## src/rtl/serial_inc_controller.sv

```systemverilog
// Serial N-bit incrementer controller: steps one external 2-bit increment slice across the operand, two bits per clock.
// Optional build macro EARLY_EXIT_EN: finish as soon as a slice produces no carry-out.
module serial_inc_controller #(
   parameter int unsigned N = 8
) (
   input  logic         clk,
   input  logic         rst,
   input  logic         start,
   input  logic [N-1:0] a,
   input  logic         ci,
   output logic [1:0]   slice_a,
   output logic         slice_ci,
   input  logic [1:0]   slice_s,
   input  logic         slice_co,
   output logic         busy,
   output logic         done,
   output logic [N-1:0] s,
   output logic         co
);

   localparam int unsigned SLICES = N / 2;
   localparam int unsigned IDX_W  = (SLICES > 1) ? $clog2(SLICES) : 1;
   localparam logic [IDX_W-1:0] LAST_IDX = IDX_W'(SLICES - 1);

   generate
      if ((N < 2) || ((N % 2) != 0)) begin : g_bad_width
         $error("serial_inc_controller: N must be even and >= 2");
      end
   endgenerate

   typedef enum logic [1:0] {
      IDLE = 2'd0,
      RUN  = 2'd1,
      DONE = 2'd2
   } state_t;

   state_t           state;
   logic [IDX_W-1:0] idx;
   logic [N-1:0]     shift;
   logic [N-1:0]     result;

   logic [N-1:0]     shift_nx;
   logic [N-1:0]     result_nx;
   logic [N+1:0]     result_cat;
   logic             last;
   logic             accept;
`ifdef EARLY_EXIT_EN
   logic [N-1:0]     merged;
   int unsigned      done_bits;
`endif

   // Next shift/result values; processed slices accumulate at the top of result.
   always_comb begin
      shift_nx   = shift >> 2;
      result_cat = {slice_s, result};
      result_nx  = result_cat[N+1:2];
      last       = (idx == LAST_IDX);
      accept     = start && ((state == IDLE) || (state == DONE));
`ifdef EARLY_EXIT_EN
      // Carry died out: untouched upper operand bits pass straight into the sum.
      done_bits  = 2 * (32'(idx) + 32'd1);
      merged     = (shift_nx << done_bits) | (result_nx >> (N - done_bits));
`endif
   end

   // slice_ci doubles as the carry flop; slice_a mirrors shift[1:0] while in RUN.
   always_ff @(posedge clk) begin
      if (rst) begin
         state    <= IDLE;
         idx      <= '0;
         shift    <= '0;
         result   <= '0;
         slice_a  <= '0;
         slice_ci <= 1'b0;
         busy     <= 1'b0;
         done     <= 1'b0;
         s        <= '0;
         co       <= 1'b0;
      end else if (accept) begin
         state    <= RUN;
         idx      <= '0;
         shift    <= a;
         result   <= '0;
         slice_a  <= a[1:0];
         slice_ci <= ci;
         busy     <= 1'b1;
         done     <= 1'b0;
      end else begin
         case (state)
            RUN: begin
               if (last) begin
                  s        <= result_nx;
                  co       <= slice_co;
                  state    <= DONE;
                  idx      <= '0;
                  slice_a  <= '0;
                  slice_ci <= 1'b0;
                  busy     <= 1'b0;
                  done     <= 1'b1;
               end
`ifdef EARLY_EXIT_EN
               else if (!slice_co) begin
                  s        <= merged;
                  co       <= 1'b0;
                  state    <= DONE;
                  idx      <= '0;
                  slice_a  <= '0;
                  slice_ci <= 1'b0;
                  busy     <= 1'b0;
                  done     <= 1'b1;
               end
`endif
               else begin
                  shift    <= shift_nx;
                  result   <= result_nx;
                  idx      <= idx + 1'b1;
                  slice_a  <= shift_nx[1:0];
                  slice_ci <= slice_co;
               end
            end
            DONE: begin
               state <= IDLE;
               done  <= 1'b0;
            end
            default: begin
               state <= IDLE;
            end
         endcase
      end
   end

endmodule

```

## config.mk

```make
export PLATFORM = sky130hd
export DESIGN_NAME = serial_inc_controller
export DESIGN_NICKNAME = d
export VERILOG_FILES = /design/src/rtl/serial_inc_controller.sv
export SDC_FILE = /design/constraint.sdc
export NUM_CORES = 1
export LEC_CHECK = 0
export ABC_CLOCK_PERIOD_IN_PS = 1330
export CORE_AREA = 2 2 57 59
export DETAILED_ROUTE_END_ITERATION = 7
export DIE_AREA = 0 0 59 61
export GPL_TIMING_DRIVEN = 0
export PLACE_DENSITY = 0.81
export SETUP_SLACK_MARGIN = 0.02
export SYNTH_ARGS = -nofsm -noshare
export SYNTH_HDL_FRONTEND = slang
export SYNTH_SLANG_ARGS = --single-unit
```

## constraint.sdc

```tcl
create_clock -name clk -period 1.33 [get_ports clk]
set_input_delay 0.266 -clock clk [delete_from_list [all_inputs] [get_ports clk]]
set_output_delay 0.266 -clock clk [all_outputs]
set_load 0.05 [all_outputs]
```

---- After elaboration in Yosys (flattened, before gate mapping) ----
Cells that the tools add are included.
word-level totals
  register bits ........................... 34
  bits of input ports ..................... 15
  output and inout port bits .............. 14
  logic and storage cells ................. 52
operators by class
  add/subtract/negate cells ............... 1
  eq/ne operators ......................... 6
  multiplexer cells ....................... 18
  bitwise operators ....................... 3
  reductions and logical operators ........ 13
operators by type and width
  cell                   number
  $mux W8                3
  $mux W1                10
  $mux W2                4
  $reduce_and A2 Y1      4
  $reduce_bool A2 Y1     3
  $eq A2 B2 Y1 const B   2
  $ne A3 B3 Y1 const B   1
  $not A1 Y1             3
  $reduce_and A3 Y1      1
  $reduce_or A3 Y1       1
  $add A2 B1 Y2 const B  1
  $eq A2 B1 Y1 const B   1
  $logic_not A2 Y1       1
  $ne A2 B1 Y1 const B   1
  $ne A2 B2 Y1 const B   1
  $pmux W1 S2            1
  $reduce_or A2 Y1       1
  $logic_and A1 B1 Y1    1
  $logic_or A1 B1 Y1     1

---- Depth between registers and ports, before layout ----
  depth in word-level cells ............... 5
  mapped depth ............................ 6
  mapped depth without buffers ............ 4

---- Worst setup path after synthesis ----
Ideal clock, no wire load.
  path kind ............................... register -> register
  from .................................... reg idx[0]
  to ...................................... reg shift[6]
  library setup time ...................... 0.137 ns
  data arrival time ....................... 1.251 ns
  data required time ...................... 1.193 ns
  path slack .............................. -0.058 ns
  stages on the path, launching flop included .. 6
  path buffers ............................ 1
  clock period less this slack ............ 1.388 ns
  path through ............................ dfxtp_1 ha_1 or3b_4 buf_6 nand3_2 a21oi_1
on the way
  word-level cells in the longest chain between the ends .. 3
RTL lines
  what                                line  RTL
  from (decl)                         38    logic [IDX_W-1:0] idx;
  from (signal assigned)              116   idx <= idx + 1'b1;
  $eq A2 B2 Y1                        57    last = (idx == LAST_IDX);
  $ne A2 B1 Y1 (no source line)       n/a
  $reduce_and A2 Y1 (no source line)  n/a
  to (signal assigned)                114   shift <= shift_nx;
  to (decl)                           39    logic [N-1:0] shift;
No other way between the ends.
A chain may end at the register's enable or synchronous reset.

---- Worst setup path in the final report ----
Same ends and word-level chain as after synthesis.

==> metrics.log <==
INFO  metric result_of_the_run = finished, violations left
INFO  metric violations = negative setup slack
INFO  metric critical_path_required = between 1.5 and 2 ns
INFO  metric viasPerCell = between 5 and 6
INFO  metric antenna_violations_before_repair = 0
INFO  metric cts_tree = done
INFO  metric design.die.area = between 0.003 and 0.004 mm^2
INFO  metric initial_core_util = about two fifths
INFO  metric setup_ws = -0.0507 ns
INFO  metric worst_clock_skew = 0.0135 ns
INFO  metric clkPwrFrac = between 30% and 40%
INFO  metric vdd_drop_max = ~0.73 mV
INFO  metric number_of_buffers_added_to_fix_hold_violations_after_cts = 0
INFO  metric die_h = about 60 um
INFO  metric combPwrFrac = 17.0%
INFO  metric r2r_setup_slack = -0.05 ns
INFO  metric grt_first_pass_wirelength = approximately 4600 um
INFO  metric grt_max_degree = 11
INFO  metric floorplan.die.width = ~59 um
INFO  metric dpl-instance-area = 0.00157 mm^2
INFO  metric worstRegToRegCells = 5
INFO  metric post-place-ws = -0.157 ns
INFO  metric crit_path_end_kind = register
INFO  metric synthDominantCellAreaShare = between 40% and 50%
INFO  metric cts-buffers-inserted = 5
INFO  metric power_report.internal_total = between 1 and 1.5 mW
INFO  metric max_slew_margin = approximately 65%
INFO  metric root_buffer = clkbuf_4
INFO  metric cts_num_sinks = 30
INFO  metric via_count_of_the_first_global_routing_pass = about 1100
INFO  metric finalPower = around 2.0 mW
INFO  metric report.final.hold_viol_count = 0
INFO  metric place_congestion = 0.803
INFO  metric max_clk_rate = just over 0.7 GHz
INFO  metric area_growth = 44.7%
INFO  metric global_route.usage.met1 = between 10% and 20%
INFO  metric layout_worst_path_cycle_share = 104%
INFO  metric worst_pin_slew = 0.529 ns
INFO  metric buffer_ports.inserted = 28
INFO  metric slew_violations = 0
INFO  metric postRouteWirelength = slightly above 3000 um
INFO  metric num_rows = 20
INFO  metric synth_seq_cells = 30
INFO  metric layout.cell_area.non_filler = ~0.0018 mm^2
INFO  metric drc_errors = 0
INFO  metric power.switching = between 500 and 600 uW
INFO  metric crit_path_max_fanout = 5
INFO  metric layout.nets = between 150 and 200
INFO  metric antenna-diode-count = 0
INFO  metric worstPathArrival = about 1.6 ns
INFO  metric insertion_delay = around 0.33 ns
INFO  metric instances_no_fill = about 210
INFO  metric synth.lib_cells_used.distinct = 28
INFO  metric powerDensity = about 1100 mW/mm^2
INFO  metric net_count_after_synthesis = between 100 and 150
INFO  metric drive_above_1_share = a little over a third
INFO  metric syn-mean-instance-area = approximately 9.6 um^2
INFO  metric timing.critical_path.from_type = register
INFO  metric dr_total_vias = 1077
INFO  metric min-delay-path-class = reg2reg
INFO  metric power_frac_seq = approximately 50%
INFO  metric yosysWarnings = 0
INFO  metric core_area = 0.00295 mm^2
INFO  metric final_hold_slack = ~0.47 ns
INFO  metric grt_setup_unrepaired = true
INFO  metric max_cap_violations = 0
INFO  metric post-synth-top-area-cell = dfxtp_1
INFO  metric clock_period_minus_final_worst_setup_slack = 1.38 ns
INFO  metric detail_route.iter0.violations = 32
INFO  metric hold-path-cell-count = 2
INFO  metric grt.total_usage = between 10% and 20%
INFO  metric clk_pin_slew_worst_paths = approximately 0.1 ns
INFO  metric use_met2 = 29.8%
INFO  metric ctsHtreeMaxLevel = 2
INFO  metric clockBufferDepth = 2
INFO  metric total_leakage_power = between 0.8 and 0.9 nW
INFO  metric drt_pre_antenna_iters = 4
INFO  metric grt_most_used_layer = met2
INFO  metric setup.worst_path.class = reg2reg
INFO  metric final_routed_wire_length_divided_by_cell_count = between 10 and 15 um
INFO  metric netlist_area = roughly 0.0012 mm^2
INFO  metric post-route-util = 60.4%
INFO  metric post_synth_main_area_contributors = dfxtp_1, mux2i_1, a21oi_1
INFO  metric globalRouteOverflowTotal = 0
INFO  metric postSynthCellCount = about 130
INFO  metric final-setup-viol-count = 9
INFO  metric groute.layer.met3.usage = 7.25%
INFO  metric final.setup.tns = -0.269 ns
INFO  metric antenna_left = 0
INFO  metric p_sw_share = between 20% and 30%
INFO  metric yosysSeqAreaShare = ~49%
INFO  metric numPlacedInstances = 189
INFO  metric io_pins = 29
INFO  metric detailedPlacementHpwl = between 1500 and 2000 um
[power groups by stage]
stage	clock, mW	combinational (mW)	sequential, mW
global route	0.732	0.358	0.958
floorplan	0	0.140	1.00
finish	0.676	0.333	0.954
global placement	0	0.265	0.971
detailed placement	0	0.272	0.972
CTS	0.682	0.285	0.950
[metal layers]
metal	vias up	part of all wire, %
met1	507	42
met4	0	2.7
met2	35	48
li1	528	-
met5	-	0
met3	7	6.7
[what timing repair did]
item                                   CTS  global route
setup endpoints to repair               24            25
gates cloned                             0             2
pin swaps                                0            10
endpoints found under the hold margin    0             0
setup buffers                            3             7
gates resized for setup                 66            24
[registers in the layout, indices dropped and copies added (netlist names)]
signal / count
co: 1
state: 2
busy: 1
result: 6
slice_a: 2
idx: 2
done: 1
shift: 6
slice_ci: 1
s: 8
[kinds of logic after synthesis]
group           synth area share, %
flops                          48.7
compound gates                 14.1
mux                            8.93
fa+ha+maj                      1.02
simple gates                   21.0
buf+inv                        6.19
[placed cells by master (no fill, tap or decap), types with 2 or more instances in the layout]
master,synthesis,routed
a211oi_1,4,4
a211oi_2,2,2
a21oi_1,16,11
a21oi_2,2,7
buf_12,0,2
buf_2,1,14
buf_4,2,10
buf_6,4,3
clkbuf_1,2,2
clkbuf_16,0,2
clkbuf_4,0,6
clkbuf_8,0,3
clkdlybuf4s50_1,0,14
dfxtp_1,30,28
dfxtp_2,0,2
mux2i_1,11,11
nand2_1,17,13
nand2_4,0,4
nand2b_1,2,2
nand3_1,2,2
nand3_2,2,2
nor2_1,18,18
[synth_stat cells (all sizes together)]
cell type,instances
a22oi,1
mux2i,11
nand2b,2
nand3,4
a211oi,6
nand3b,1
inv,1
and2b,1
nor2,18
or3b,1
nor3b,2
clkbuf,2
or2b,1
a32oi,1
a21oi,18
buf,7
nand2,18
nor2b,1
dfxtp,30
ha,1
o21ai,1
[worst max-delay path, stage by stage, from the launching register on]
cell	delay (ns)
dfxtp_2	0.35
ha_4	0.18
or3b_4	0.43
buf_8	0.16
nand3_2	0.06
a21oi_1	0.06
[path summary, 6_finish.rpt]
path | startpoint | end
worst min register to register | result[2]$_SDFFE_PP0P_ | result[2]$_SDFFE_PP0P_
worst max register to register | idx[0]$_SDFFE_PP0P_ | shift[6]$_SDFFE_PP0P_
worst min-delay path | result[2]$_SDFFE_PP0P_ | result[2]$_SDFFE_PP0P_
worst max-delay path | idx[0]$_SDFFE_PP0P_ | shift[6]$_SDFFE_PP0P_
[layout make-up]
type | count | area, um^2
tap | 33 | 41.3
sequential | 30 | 603
timing repair buffer | 40 | 348
multi-input combinational | 88 | 617
clock buffer | 8 | 78.8
buffer | 9 | 91.3
inverter | 1 | 3.75
fill | 256 | 1170
No activity file was read; power rests on OpenSTA's default activity.
